`config.mk`:
```
export PLATFORM = sky130hd
export DESIGN_NAME = reg_acumulador_param_flat
export DESIGN_NICKNAME = d
export VERILOG_FILES = /design/src/rtl/reg_acumulador_param_if.sv /design/src/rtl/reg_acumulador_param.sv /design/src/flat_wrapper.sv
export SDC_FILE = /design/constraint.sdc
export NUM_CORES = 1
export LEC_CHECK = 0
export BUFFER_PORTS_ARGS = -buffer_cell sky130_fd_sc_hd__buf_2
export CAP_MARGIN = 20
export CORE_UTILIZATION = 55
export DETAILED_ROUTE_END_ITERATION = 7
export PLACE_DENSITY = 0.82
export SYNTH_ARGS = -nofsm -noshare
export SYNTH_HDL_FRONTEND = slang
export SYNTH_SLANG_ARGS = --single-unit
```
`constraint.sdc`:
```
create_clock -name clock -period 1.8 [get_ports clock]
set_input_delay 0.18 -clock clock [delete_from_list [all_inputs] [get_ports clock]]
set_output_delay 0.18 -clock clock [all_outputs]
set_load 0.1 [all_outputs]
```
`src/rtl/reg_acumulador_param_if.sv`:
```
// Bus between the control unit and the accumulator register.
//   Control unit to register: saida_ula (ULA result), controle (opcode),
//     habilita (command strobe), qtd (shift count for the _N opcodes).
//   Register to control unit: acumulador (held value), carry (last bit out),
//     zero (acumulador == 0), ocupado (multi-cycle shift running),
//     pronto (one-cycle completion pulse).
// The master modport is the control unit; the slave modport is the register.
interface reg_acumulador_param_if #(
   parameter int unsigned LARGURA     = 4,
   parameter int unsigned LARGURA_QTD = $clog2(LARGURA + 1)
);
   logic [LARGURA-1:0]     saida_ula;
   logic [2:0]             controle;
   logic                   habilita;
   logic [LARGURA_QTD-1:0] qtd;
   logic [LARGURA-1:0]     acumulador;
   logic                   carry;
   logic                   zero;
   logic                   ocupado;
   logic                   pronto;

   modport master (
      output saida_ula,
      output controle,
      output habilita,
      output qtd,
      input  acumulador,
      input  carry,
      input  zero,
      input  ocupado,
      input  pronto
   );

   modport slave (
      input  saida_ula,
      input  controle,
      input  habilita,
      input  qtd,
      output acumulador,
      output carry,
      output zero,
      output ocupado,
      output pronto
   );
endinterface

```
`src/rtl/reg_acumulador_param.sv`:
```
// Parametrised accumulator register at the ULA output.
// Single-cycle clear/load/hold/load-shift, plus multi-cycle shift and rotate
// (one bit per clock) of the held value by a programmable count.
//   clock : rising-edge clock
//   reset : asynchronous, active-high reset
//   bus   : slave side of reg_acumulador_param_if (command inputs, accumulator,
//           carry/zero flags and the ocupado/pronto handshake)
module reg_acumulador_param #(
   parameter int unsigned LARGURA     = 4,
   parameter int unsigned LARGURA_QTD = $clog2(LARGURA + 1)
) (
   input logic                   clock,
   input logic                   reset,
   reg_acumulador_param_if.slave bus
);

   localparam logic [2:0] OpClear   = 3'd0;
   localparam logic [2:0] OpLoad    = 3'd1;
   localparam logic [2:0] OpHold    = 3'd2;
   localparam logic [2:0] OpLoadShl = 3'd3;

   // Low two opcode bits select the multi-cycle operation (opcodes 4..7).
   localparam logic [1:0] ShlN = 2'd0;
   localparam logic [1:0] ShrN = 2'd1;
   localparam logic [1:0] AsrN = 2'd2;
   localparam logic [1:0] RolN = 2'd3;

   typedef enum logic [0:0] {
      StOcioso,
      StDeslocando
   } estado_e;

   estado_e                estado_q, estado_d;
   logic [LARGURA-1:0]     acc_q, acc_d;
   logic                   carry_q, carry_d;
   logic                   ocupado_q, ocupado_d;
   logic                   pronto_q, pronto_d;
   logic [LARGURA_QTD-1:0] contador_q, contador_d;
   logic [1:0]             op_q, op_d;

   always_comb begin
      estado_d   = estado_q;
      acc_d      = acc_q;
      carry_d    = carry_q;
      ocupado_d  = ocupado_q;
      pronto_d   = 1'b0;
      contador_d = contador_q;
      op_d       = op_q;

      unique case (estado_q)
         StOcioso: begin
            if (bus.habilita) begin
               unique case (bus.controle)
                  OpClear: begin
                     acc_d   = '0;
                     carry_d = 1'b0;
                  end
                  OpLoad: begin
                     acc_d   = bus.saida_ula;
                     carry_d = 1'b0;
                  end
                  OpHold: begin
                  end
                  OpLoadShl: begin
                     acc_d   = {bus.saida_ula[LARGURA-2:0], 1'b0};
                     carry_d = bus.saida_ula[LARGURA-1];
                  end
                  default: begin
                     op_d = bus.controle[1:0];
                     if (bus.qtd == '0) begin
                        // Nothing to shift: complete at once, value untouched.
                        pronto_d = 1'b1;
                     end else begin
                        // Counts beyond the width are clamped; the accumulator
                        // itself is only touched on the following edges.
                        contador_d = (bus.qtd > LARGURA_QTD'(LARGURA)) ?
                                     LARGURA_QTD'(LARGURA) : bus.qtd;
                        ocupado_d  = 1'b1;
                        estado_d   = StDeslocando;
                     end
                  end
               endcase
            end
         end
         StDeslocando: begin
            unique case (op_q)
               ShlN: begin
                  acc_d   = {acc_q[LARGURA-2:0], 1'b0};
                  carry_d = acc_q[LARGURA-1];
               end
               ShrN: begin
                  acc_d   = {1'b0, acc_q[LARGURA-1:1]};
                  carry_d = acc_q[0];
               end
               AsrN: begin
                  acc_d   = {acc_q[LARGURA-1], acc_q[LARGURA-1:1]};
                  carry_d = acc_q[0];
               end
               RolN: begin
                  acc_d   = {acc_q[LARGURA-2:0], acc_q[LARGURA-1]};
                  carry_d = acc_q[LARGURA-1];
               end
               default: begin
               end
            endcase
            contador_d = contador_q - LARGURA_QTD'(1);
            if (contador_q == LARGURA_QTD'(1)) begin
               ocupado_d = 1'b0;
               pronto_d  = 1'b1;
               estado_d  = StOcioso;
            end
         end
         default: estado_d = StOcioso;
      endcase
   end

   always_ff @(posedge clock or posedge reset) begin
      if (reset) begin
         estado_q   <= StOcioso;
         acc_q      <= '0;
         carry_q    <= 1'b0;
         ocupado_q  <= 1'b0;
         pronto_q   <= 1'b0;
         contador_q <= '0;
         op_q       <= ShlN;
      end else begin
         estado_q   <= estado_d;
         acc_q      <= acc_d;
         carry_q    <= carry_d;
         ocupado_q  <= ocupado_d;
         pronto_q   <= pronto_d;
         contador_q <= contador_d;
         op_q       <= op_d;
      end
   end

   assign bus.acumulador = acc_q;
   assign bus.carry      = carry_q;
   assign bus.zero       = (acc_q == '0);
   assign bus.ocupado    = ocupado_q;
   assign bus.pronto     = pronto_q;

endmodule

```
`src/flat_wrapper.sv`:
```
// flat-port wrapper written by rule: the top's interface ports become plain ports
module reg_acumulador_param_flat 
#(
   parameter int unsigned LARGURA     = 4,
   parameter int unsigned LARGURA_QTD = $clog2(LARGURA + 1)
)
  (clock, reset, bus_saida_ula, bus_controle, bus_habilita, bus_qtd, bus_acumulador, bus_carry, bus_zero, bus_ocupado, bus_pronto);
  reg_acumulador_param_if #(.LARGURA(LARGURA), .LARGURA_QTD(LARGURA_QTD)) bus_i ();
  input logic clock;
  input logic reset;
  input wire logic [$bits(bus_i.saida_ula)-1:0] bus_saida_ula;
  input wire logic [$bits(bus_i.controle)-1:0] bus_controle;
  input wire logic [$bits(bus_i.habilita)-1:0] bus_habilita;
  input wire logic [$bits(bus_i.qtd)-1:0] bus_qtd;
  output wire logic [$bits(bus_i.acumulador)-1:0] bus_acumulador;
  output wire logic [$bits(bus_i.carry)-1:0] bus_carry;
  output wire logic [$bits(bus_i.zero)-1:0] bus_zero;
  output wire logic [$bits(bus_i.ocupado)-1:0] bus_ocupado;
  output wire logic [$bits(bus_i.pronto)-1:0] bus_pronto;
  assign bus_i.saida_ula = bus_saida_ula;
  assign bus_i.controle = bus_controle;
  assign bus_i.habilita = bus_habilita;
  assign bus_i.qtd = bus_qtd;
  assign bus_acumulador = bus_i.acumulador;
  assign bus_carry = bus_i.carry;
  assign bus_zero = bus_i.zero;
  assign bus_ocupado = bus_i.ocupado;
  assign bus_pronto = bus_i.pronto;
  reg_acumulador_param #(.LARGURA(LARGURA), .LARGURA_QTD(LARGURA_QTD)) u_core (.clock(clock), .reset(reset), .bus(bus_i));
endmodule
```
[Word level (Yosys, flattened, before mapping)]
Cells that the tools add are included.
Widths: inputs -> output; s select.
Word-level totals
  register bits: 13
Cells by class
  equality and inequality tests: 14
  add/subtract/negate cells: 1
  $lt $le $gt $ge: 1
  reductions and logical operators: 14
  bitwise gates (word level): 2
  multiplexer cells: 28
Operators with widths (number)
  $pmux 4 s4: 1
  $mux 1: 13
  $mux 3: 4
  $pmux 1 s2: 6
  $pmux 4 s3: 1
  $ne 2x2->1 const B: 5
  $reduce_and 3->1: 3
  $pmux 4 s2: 1
  $eq 3x1->1 const B: 2
  $eq 3x2->1 const B: 2
  $logic_not 3->1: 2
  $pmux 3 s2: 1
  $reduce_or 2->1: 3
  $eq 2x2->1 const B: 2
  $logic_not 4->1: 1
  $mux 4: 1
  $ne 4x4->1 const B: 1
  $reduce_and 2->1: 2
  $reduce_and 4->1: 1
  $reduce_or 4->1: 1
  $gt 3x3->1 const B: 1
  $ne 3x3->1 const B: 1
  $sub 3x1->3 const B: 1
  $eq 2x1->1 const B: 1
  other kinds (2): 3

[Logic depth before layout (Yosys ltp)]
Gate-level depths: netlist of the first run.
  depth after elaboration: 6
  depth in mapped cells: 6

[Worst setup path before layout of the first run]
Ideal clock, no wire load.
  kind: register to output
  start: register u_core.acc_q[3] (netlist: u_core.bus.acumulador[3])
  end: output bus_zero
  stages on the path, launching flop included: 2
  path slack: -2183 ps
  data arrival time: 3803 ps
  required time: 1620 ps
  cells stage by stage: dfrtp_1 -> nor4_1
Between the ends
  longest elaborated chain between the ends: 1
Ends and longest elaborated chain
  start: declaration: RTL line reg_acumulador_param.sv:34  | logic [LARGURA-1:0] acc_q, acc_d;
  start signal: assignment: RTL line reg_acumulador_param.sv:120  | acc_q <= '0;
  start signal: assignment: RTL line reg_acumulador_param.sv:128  | acc_q <= acc_d;
  $logic_not 4->1: RTL line reg_acumulador_param.sv:139  | assign bus.zero = (acc_q == '0);
  end: declaration: RTL line flat_wrapper.sv:17  | output wire logic [$bits(bus_i.zero)-1:0] bus_zero;
No other way between the ends.

[Final worst setup path of the first run]
  start: register u_core.acc_q[0] (netlist: u_core.bus.acumulador[0])
  end: output bus_zero
The elaborated chain is that of the path after synthesis.

==> results_dict.tcl, run 1 <==
set metrics [dict create \
    avgSynthCellArea_um2 9.92 \
    drt_wl_total_um 1750 \
    place_inst 118 \
    die_area_mm2 0.00169 \
    maxClockFrequency_ghz 0.596 \
    rows 13 \
    seq_area_frac_synth 0.386 \
    required_ns 1.62 \
    fin_cells 123 \
    max_stage_delay_ns 0.51 \
    maxSlewViolCount 0 \
    relSlewSlack 0.656 \
    worst_pin_slew_ns 0.516 \
    grt_antenna_before_repair 0 \
    ys_async_sr_fraction 1.00 \
    finClkSkew_ns 0.000491 \
    clkLatencyLatePin_ns 0.27 \
    overflow 0 \
    arrival_ns 1.50 \
    core_mm2 0.00137 \
    r2r_start "u_core.estado_q" \
    r2r_slack_ns 0.35 \
    r2r_cells 4 \
    period_needed_ns 1.68 \
    via_count 717 \
    clk_pin_slew_ns 0.08 \
    crit_start "u_core.bus.acumulador[0]" \
    numCtsBuffers 3 \
    remaining_drc_errors 0 \
    gp_congestion 0.728 \
    grt_pass1_vias 658 \
    r2r-end "u_core.bus.carry" \
    ant_nets 0 \
    ys_ff_latch 13 \
    synth.distinct_cells 30 \
    path_cells "nor4_4 -> buf_2" \
    cts-root-buf "clkbuf_4" \
    drt_iter0_markers 18 \
    post_drt_via_cell_ratio 5.83 \
    rsz0062_at_grt "false" \
    status "finished, final reports clean" \
    start_util 0.617 \
    synth_edf_count 0 \
    wire_per_inst_um 14.3 \
    syn_inst 85 \
    finalSetupViolCount 0 \
    yosys_warnings 0 \
    dp_hpwl_um 1380 \
    hold_violations 0 \
    drv_cap 0 \
    endpoint "bus_zero" \
    syn_area_um2 843 \
    dr.pass1.iters 4 \
    synth_ff_type "dfrtp_1" \
    fin_setup_tns_ns 0 \
    tritoncts "yes" \
    drive_gt1_frac 0.333 \
    crit_slowest_cell "dfrtp_4" \
    ios 21 \
    cts_num_sinks 13 \
    die_width_um 41.2 \
    syn2layout_area_growth_pct 20.2 \
    fp.dieH_um 41.2 \
    fillers 107 \
    grt_max_degree 14 \
    crit_fanout 5 \
    port_buffers 20 \
    clock_path_buffers 2 \
    criticalPathCategory "register to output pin" \
    cp-end-kind "output pin" \
    fin_crit_sh 0.933 \
    htreeDepth 1 \
    grt_pass1_wl_um 2640 \
    syn-num-nets 104 \
    whs_ns 0.167 \
    hold_class "primary input to register" \
    final_nets 128 \
    track_usage 0.249 \
    diodes 0 \
    critPathLaunchType "register" \
]
sequential cells by signal (all words and copies together) (netlist names):
signal	flops
u_core.bus.acumulador	4
u_core.contador_q	3
u_core.op_q	2
u_core.bus.carry	1
u_core.bus.ocupado	1
u_core.bus.pronto	1
u_core.estado_q	1
logic make-up (layout without fill, tap and decap cells):
family / count (synthesis) / after routing / synth area share
AOI/OAI and AO/OA: 22 / 22 / 0.185
xor gates and xnor gates: 1 / 1 / 0.0104
adders and majority gates: 6 / 6 / 0.0890
buffers and inverters: 11 / 34 / 0.0564
DFF: 13 / 13 / 0.386
muxes: 8 / 8 / 0.0994
and+or+nand+nor: 24 / 24 / 0.174
Yosys cell counts, drive strengths merged, types with 2 or more instances:
master	instances	area [µm²]
dfrtp	13	325
inv	8	30.0
ha	6	75.1
nand2	6	22.5
a21oi	5	25.0
mux2i	5	50.1
o21ai	4	20.0
a211oi	3	22.5
a21o	3	22.5
a31oi	3	33.8
buf	3	17.5
mux2	3	33.8
nor2	3	11.3
nor2b	3	18.8
nand2b	2	20.0
nand3b	2	15.0
nor3	2	10.0
o32ai	2	17.5
routing by layer:
metal / GRT usage / wire length, µm
met3: 0.0489 / 76
met1: 0.268 / 740
met4: 0.0968 / 12
met2: 0.469 / 923
met5: 0 / 0
how the worst min path moves through the flow:
stage	endpoint	start	depth (start not counted)	slack (ns)
global placement	u_core.bus.pronto	reset	2	0.23
floorplan	u_core.bus.carry	reset	1	0.06
detailed placement	u_core.bus.pronto	reset	2	0.24
global route	u_core.contador_q[0]	bus_qtd[0]	3	0.17
finish	u_core.contador_q[0]	bus_qtd[0]	3	0.17
CTS	u_core.contador_q[0]	bus_qtd[0]	3	0.17
what timing repair did:
action                    4_1_cts  5_1_grt
hold endpoints to repair       13        0
setup buffers                   0        0
hold buffers                    1        0
resized for setup               0        0
worst max-delay path, delay by kind of cell, from the launching register on:
kind / cells / cell delay (ns)
buf+inv: 1 / 0.46
simple gates: 1 / 0.26
flops: 1 / 0.51
layout make-up:
class / instances / area (µm²) / share of cell area
inverter: 8 / 30.0 / 0.0296
sequential: 13 / 335 / 0.331
multi-input combinational: 61 / 485 / 0.479
timing repair buffer: 22 / 118 / 0.116
clock buffer: 4 / 26.3 / 0.0259
tap: 15 / 18.8 / 0.0185
stage by stage:
step / area [µm²] / utilization / setup slack, ns
after floorplan: 868 / - / -0.148
after global placement: 977 / 0.715 / 0.429
after detailed placement: 977 / 0.715 / 0.392
after CTS: 1010 / 0.742 / 0.113
after global routing: 1010 / 0.742 / 0.0507
final: 1010 / 0.742 / 0.121
placed cells by master (no fill, tap or decap), drive strengths merged, types with 4 or more instances in the layout:
cell type / count
buf: 21
dfrtp: 13
inv: 8
nand2: 6
ha: 6
mux2i: 5
a21oi: 5
o21ai: 4
clkbuf: 4
Power of run 1 is not shown: default switching activity piles up to over one toggle a cycle in this logic, so the estimate is an artifact.
==> inputs of run 2 (changes only) <==
--- a/config.mk
+++ b/config.mk
@@ -7,9 +7,11 @@
 export LEC_CHECK = 0
 export BUFFER_PORTS_ARGS = -buffer_cell sky130_fd_sc_hd__buf_2
 export CAP_MARGIN = 20
-export CORE_UTILIZATION = 55
+export CELL_PAD_IN_SITES_DETAIL_PLACEMENT = 1
+export CELL_PAD_IN_SITES_GLOBAL_PLACEMENT = 1
+export CORE_UTILIZATION = 42
 export DETAILED_ROUTE_END_ITERATION = 7
-export PLACE_DENSITY = 0.82
+export PLACE_DENSITY_LB_ADDON = 0.1
 export SYNTH_ARGS = -nofsm -noshare
 export SYNTH_HDL_FRONTEND = slang
 export SYNTH_SLANG_ARGS = --single-unit
==> results_dict.tcl, run 2 (synthesis results as in run 1) <==
set metrics [dict create \
    fp.dieH_um 46.8 \
    grt_pass1_vias 673 \
    ant_nets 0 \
    syn2layout_area_growth_pct 22.6 \
    fin_crit_sh 0.936 \
    die_width_um 46.8 \
    relSlewSlack 0.642 \
    mostFrequentLayoutCells "buf_2 (20), dfrtp_1 (9), inv_1 (8)" \
    status "finished, final reports clean" \
    grt_max_degree 14 \
    drt_iter0_markers 5 \
    hold_violations 0 \
    period_needed_ns 1.68 \
    finClkSkew_ns 0.000565 \
    dr.pass1.iters 4 \
    final_area_mm2 0.00103 \
    remaining_drc_errors 0 \
    crit_slowest_cell "dfrtp_4" \
    hold_depth 3 \
    die_area_mm2 0.00219 \
    hold_start "bus_qtd[0]" \
    crit_fanout 5 \
    cts_num_sinks 13 \
    maxClockFrequency_ghz 0.594 \
    hold_class "primary input to register" \
    place_area_um2 997 \
    critPathLaunchType "register" \
    drv_cap 0 \
    crit_start "u_core.bus.acumulador[0]" \
    gp_congestion 0.785 \
    post_drt_via_cell_ratio 5.37 \
    whs_ns 0.164 \
    cts_resized 0 \
    ios 21 \
    clkLatencyLatePin_ns 0.27 \
    fin_setup_tns_ns 0 \
    finalSetupViolCount 0 \
    drt_wl_total_um 1970 \
    rsz0062_at_grt "false" \
    path_cells "nor4_4 -> buf_2" \
    worst_pin_slew_ns 0.536 \
    cts-root-buf "clkbuf_4" \
    maxSlewViolCount 0 \
    grt_antenna_before_repair 0 \
    max_stage_delay_ns 0.51 \
    diodes 0 \
    r2r_cells 5 \
    numCtsBuffers 3 \
    clk_pin_slew_ns 0.08 \
    drive_gt1_frac 0.339 \
    clock_path_buffers 2 \
    wire_per_inst_um 14.7 \
    track_usage 0.211 \
    largest_reg_flops 4 \
    via_count 719 \
    cp-end-kind "output pin" \
    cts_hold_buf 1 \
    grt_pass1_wl_um 3110 \
    arrival_ns 1.50 \
    r2r_start "u_core.op_q[0]" \
    overflow 0 \
    final_nets 129 \
    final_common_cell "buf_2" \
    port_buffers 20 \
    htreeDepth 1 \
    tritoncts "yes" \
    cts_setup_buffers 0 \
    core_mm2 0.00180 \
    required_ns 1.62 \
    rows 15 \
    start_util 0.468 \
    dp_hpwl_um 1580 \
    criticalPathCategory "register to output pin" \
]
-- run 2: cell count changes in the layout (fill, tap and decap cells not counted), sizes merged --
cell | before | now
buf | 21 | 22
-- run 2: worst paths after layout --
kind	to	slack [ns]
worst max register to register	u_core.bus.acumulador[3]	0.41
worst min register to register	u_core.contador_q[1]	0.48
max in group asynchronous	u_core.bus.acumulador[3]	0.91
worst max-delay path	bus_zero	0.12
worst min-delay path	u_core.contador_q[0]	0.16
min in group asynchronous	u_core.bus.ocupado	0.49
-- run 2: metal layers --
metal | GRT usage | share of wire | vias up
li1 | - | - | 358
met1 | 0.324 | 0.50 | 340
met2 | 0.294 | 0.45 | 17
met3 | 0.0231 | 0.037 | 4
met4 | 0.103 | 0.0096 | 0
met5 | 0 | 0 | -
-- run 2: critical path: cells and delay by family, from the launching register on --
kind,cells,cell delay [ns]
buffers and inverters,1,0.46
DFF,1,0.51
and+or+nand+nor,1,0.26
-- run 2: final cells by class --
class	instances	area, µm²
Clock buffer	4	26.3
Fill cell	222	768
Inverter	8	30.0
Multi-Input combinational cell	61	485
Sequential cell	13	335
Tap cell	25	31.3
Timing Repair Buffer	23	125
-- run 2: through the flow --
step | instances | setup slack [ns] | utilization
after floorplan | 85 | -0.148 | -
after global placement | 129 | 0.430 | 0.553
after detailed placement | 129 | 0.415 | 0.553
after CTS | 134 | 0.0999 | 0.574
after global routing | 134 | 0.0275 | 0.574
final | 134 | 0.115 | 0.574
Power of run 2 is left out for the same reason.
==> inputs of run 3 (changes only) <==
--- a/config.mk
+++ b/config.mk
@@ -11,6 +11,7 @@
 export CELL_PAD_IN_SITES_GLOBAL_PLACEMENT = 1
 export CORE_UTILIZATION = 42
 export DETAILED_ROUTE_END_ITERATION = 7
+export MAX_ROUTING_LAYER = met4
 export PLACE_DENSITY_LB_ADDON = 0.1
 export SYNTH_ARGS = -nofsm -noshare
 export SYNTH_HDL_FRONTEND = slang
==> results_dict.tcl, run 3 (synthesis results as in run 1) <==
set metrics [dict create \
    gp_congestion 0.796 \
    cts_num_sinks 13 \
    maxSlewViolCount 0 \
    finalSetupViolCount 0 \
    clkLatencyLatePin_ns 0.28 \
    wire_per_inst_um 14.8 \
    path_cells "nor4_4 -> buf_2" \
    crit_fanout 5 \
    final_nets 129 \
    rsz0062_at_grt "false" \
    arrival_ns 1.50 \
    finClkSkew_ns 0.00516 \
    die_width_um 46.8 \
    ant_nets 0 \
    via_count 719 \
    cp-end-kind "output pin" \
    crit_slowest_cell "dfrtp_4" \
    cts-root-buf "clkbuf_4" \
    final_common_cell "buf_2" \
    remaining_drc_errors 0 \
    grt_antenna_before_repair 0 \
    mostFrequentLayoutCells "buf_2 (20), dfrtp_1 (9), inv_1 (8)" \
    dp_hpwl_um 1580 \
    htreeDepth 1 \
    place_inst 129 \
    drt_wl_total_um 1980 \
    largest_reg_flops 4 \
    port_buffers 20 \
    clock_path_buffers 2 \
    worst_pin_slew_ns 0.539 \
    cts_setup_buffers 0 \
    relSlewSlack 0.641 \
    ios 21 \
    post_drt_via_cell_ratio 5.37 \
    syn2layout_area_growth_pct 22.6 \
    period_needed_ns 1.68 \
    required_ns 1.62 \
    final_area_mm2 0.00103 \
    fp.dieH_um 46.8 \
    drive_gt1_frac 0.339 \
    grt_pass1_wl_um 3130 \
    fin_cells 134 \
    numCtsBuffers 3 \
    overflow 0 \
    maxClockFrequency_ghz 0.594 \
    die_area_mm2 0.00219 \
    fin_crit_sh 0.936 \
    drv_cap 0 \
    tritoncts "yes" \
    drt_iter0_markers 8 \
    criticalPathCategory "register to output pin" \
    core_mm2 0.00180 \
    clk_pin_slew_ns 0.09 \
    grt_pass1_vias 671 \
    critPathLaunchType "register" \
    max_stage_delay_ns 0.51 \
    status "finished, final reports clean" \
    rows 15 \
    hold_class "primary input to register" \
    start_util 0.468 \
    dr.pass1.iters 4 \
    cts_resized 0 \
    grt_max_degree 14 \
    diodes 0 \
    place_area_um2 997 \
    track_usage 0.218 \
    hold_violations 0 \
    cts_hold_buf 1 \
]
run 3: per-layer routing:
metal	routed length, µm	vias up	global-route usage
li1	-	356	-
met1	998	342	0.324
met3	73	4	0.0231
met5	0	-	-
met2	892	17	0.294
met4	19	0	0.103
run 3: through the flow:
step | TNS (ns) | hold slack, ns | worst slack (ns) | utilization
after floorplan | -0.148 | 0.0569 | -0.148 | -
after global placement | 0 | 0.242 | 0.430 | 0.553
after detailed placement | 0 | 0.250 | 0.415 | 0.553
after CTS | 0 | 0.156 | 0.0999 | 0.574
after global routing | 0 | 0.168 | 0.0275 | 0.574
final | 0 | 0.154 | 0.115 | 0.574
run 3: path summary, 6_finish.rpt:
| kind | start | slack (ns) | end | cells after the start |
|---|---|---|---|---|
| min in group asynchronous | reset | 0.49 | u_core.bus.ocupado | 3 |
| worst min register to register | u_core.contador_q[1] | 0.48 | u_core.contador_q[1] | 1 |
| max in group asynchronous | reset | 0.90 | u_core.bus.acumulador[3] | 3 |
| worst max register to register | u_core.estado_q | 0.42 | u_core.bus.carry | 4 |
| worst max-delay path | u_core.bus.acumulador[0] | 0.12 | bus_zero | 2 |
| worst min-delay path | bus_qtd[0] | 0.15 | u_core.contador_q[0] | 3 |
run 3: cell type report:
class,instances,area (µm²)
clock buffers,4,26.3
fillers,222,768
inverters,8,30.0
multi-input cells,61,485
flip-flops and latches,13,335
well taps,25,31.3
repair buffers,23,125
run 3: worst max-delay path, delay by kind of cell (launching register included):
kind / cells / cell delay, ns
buffers and inverters: 1 / 0.46
AND/OR/NAND/NOR: 1 / 0.26
flip-flops: 1 / 0.51
Power of run 3 is left out for the same reason.
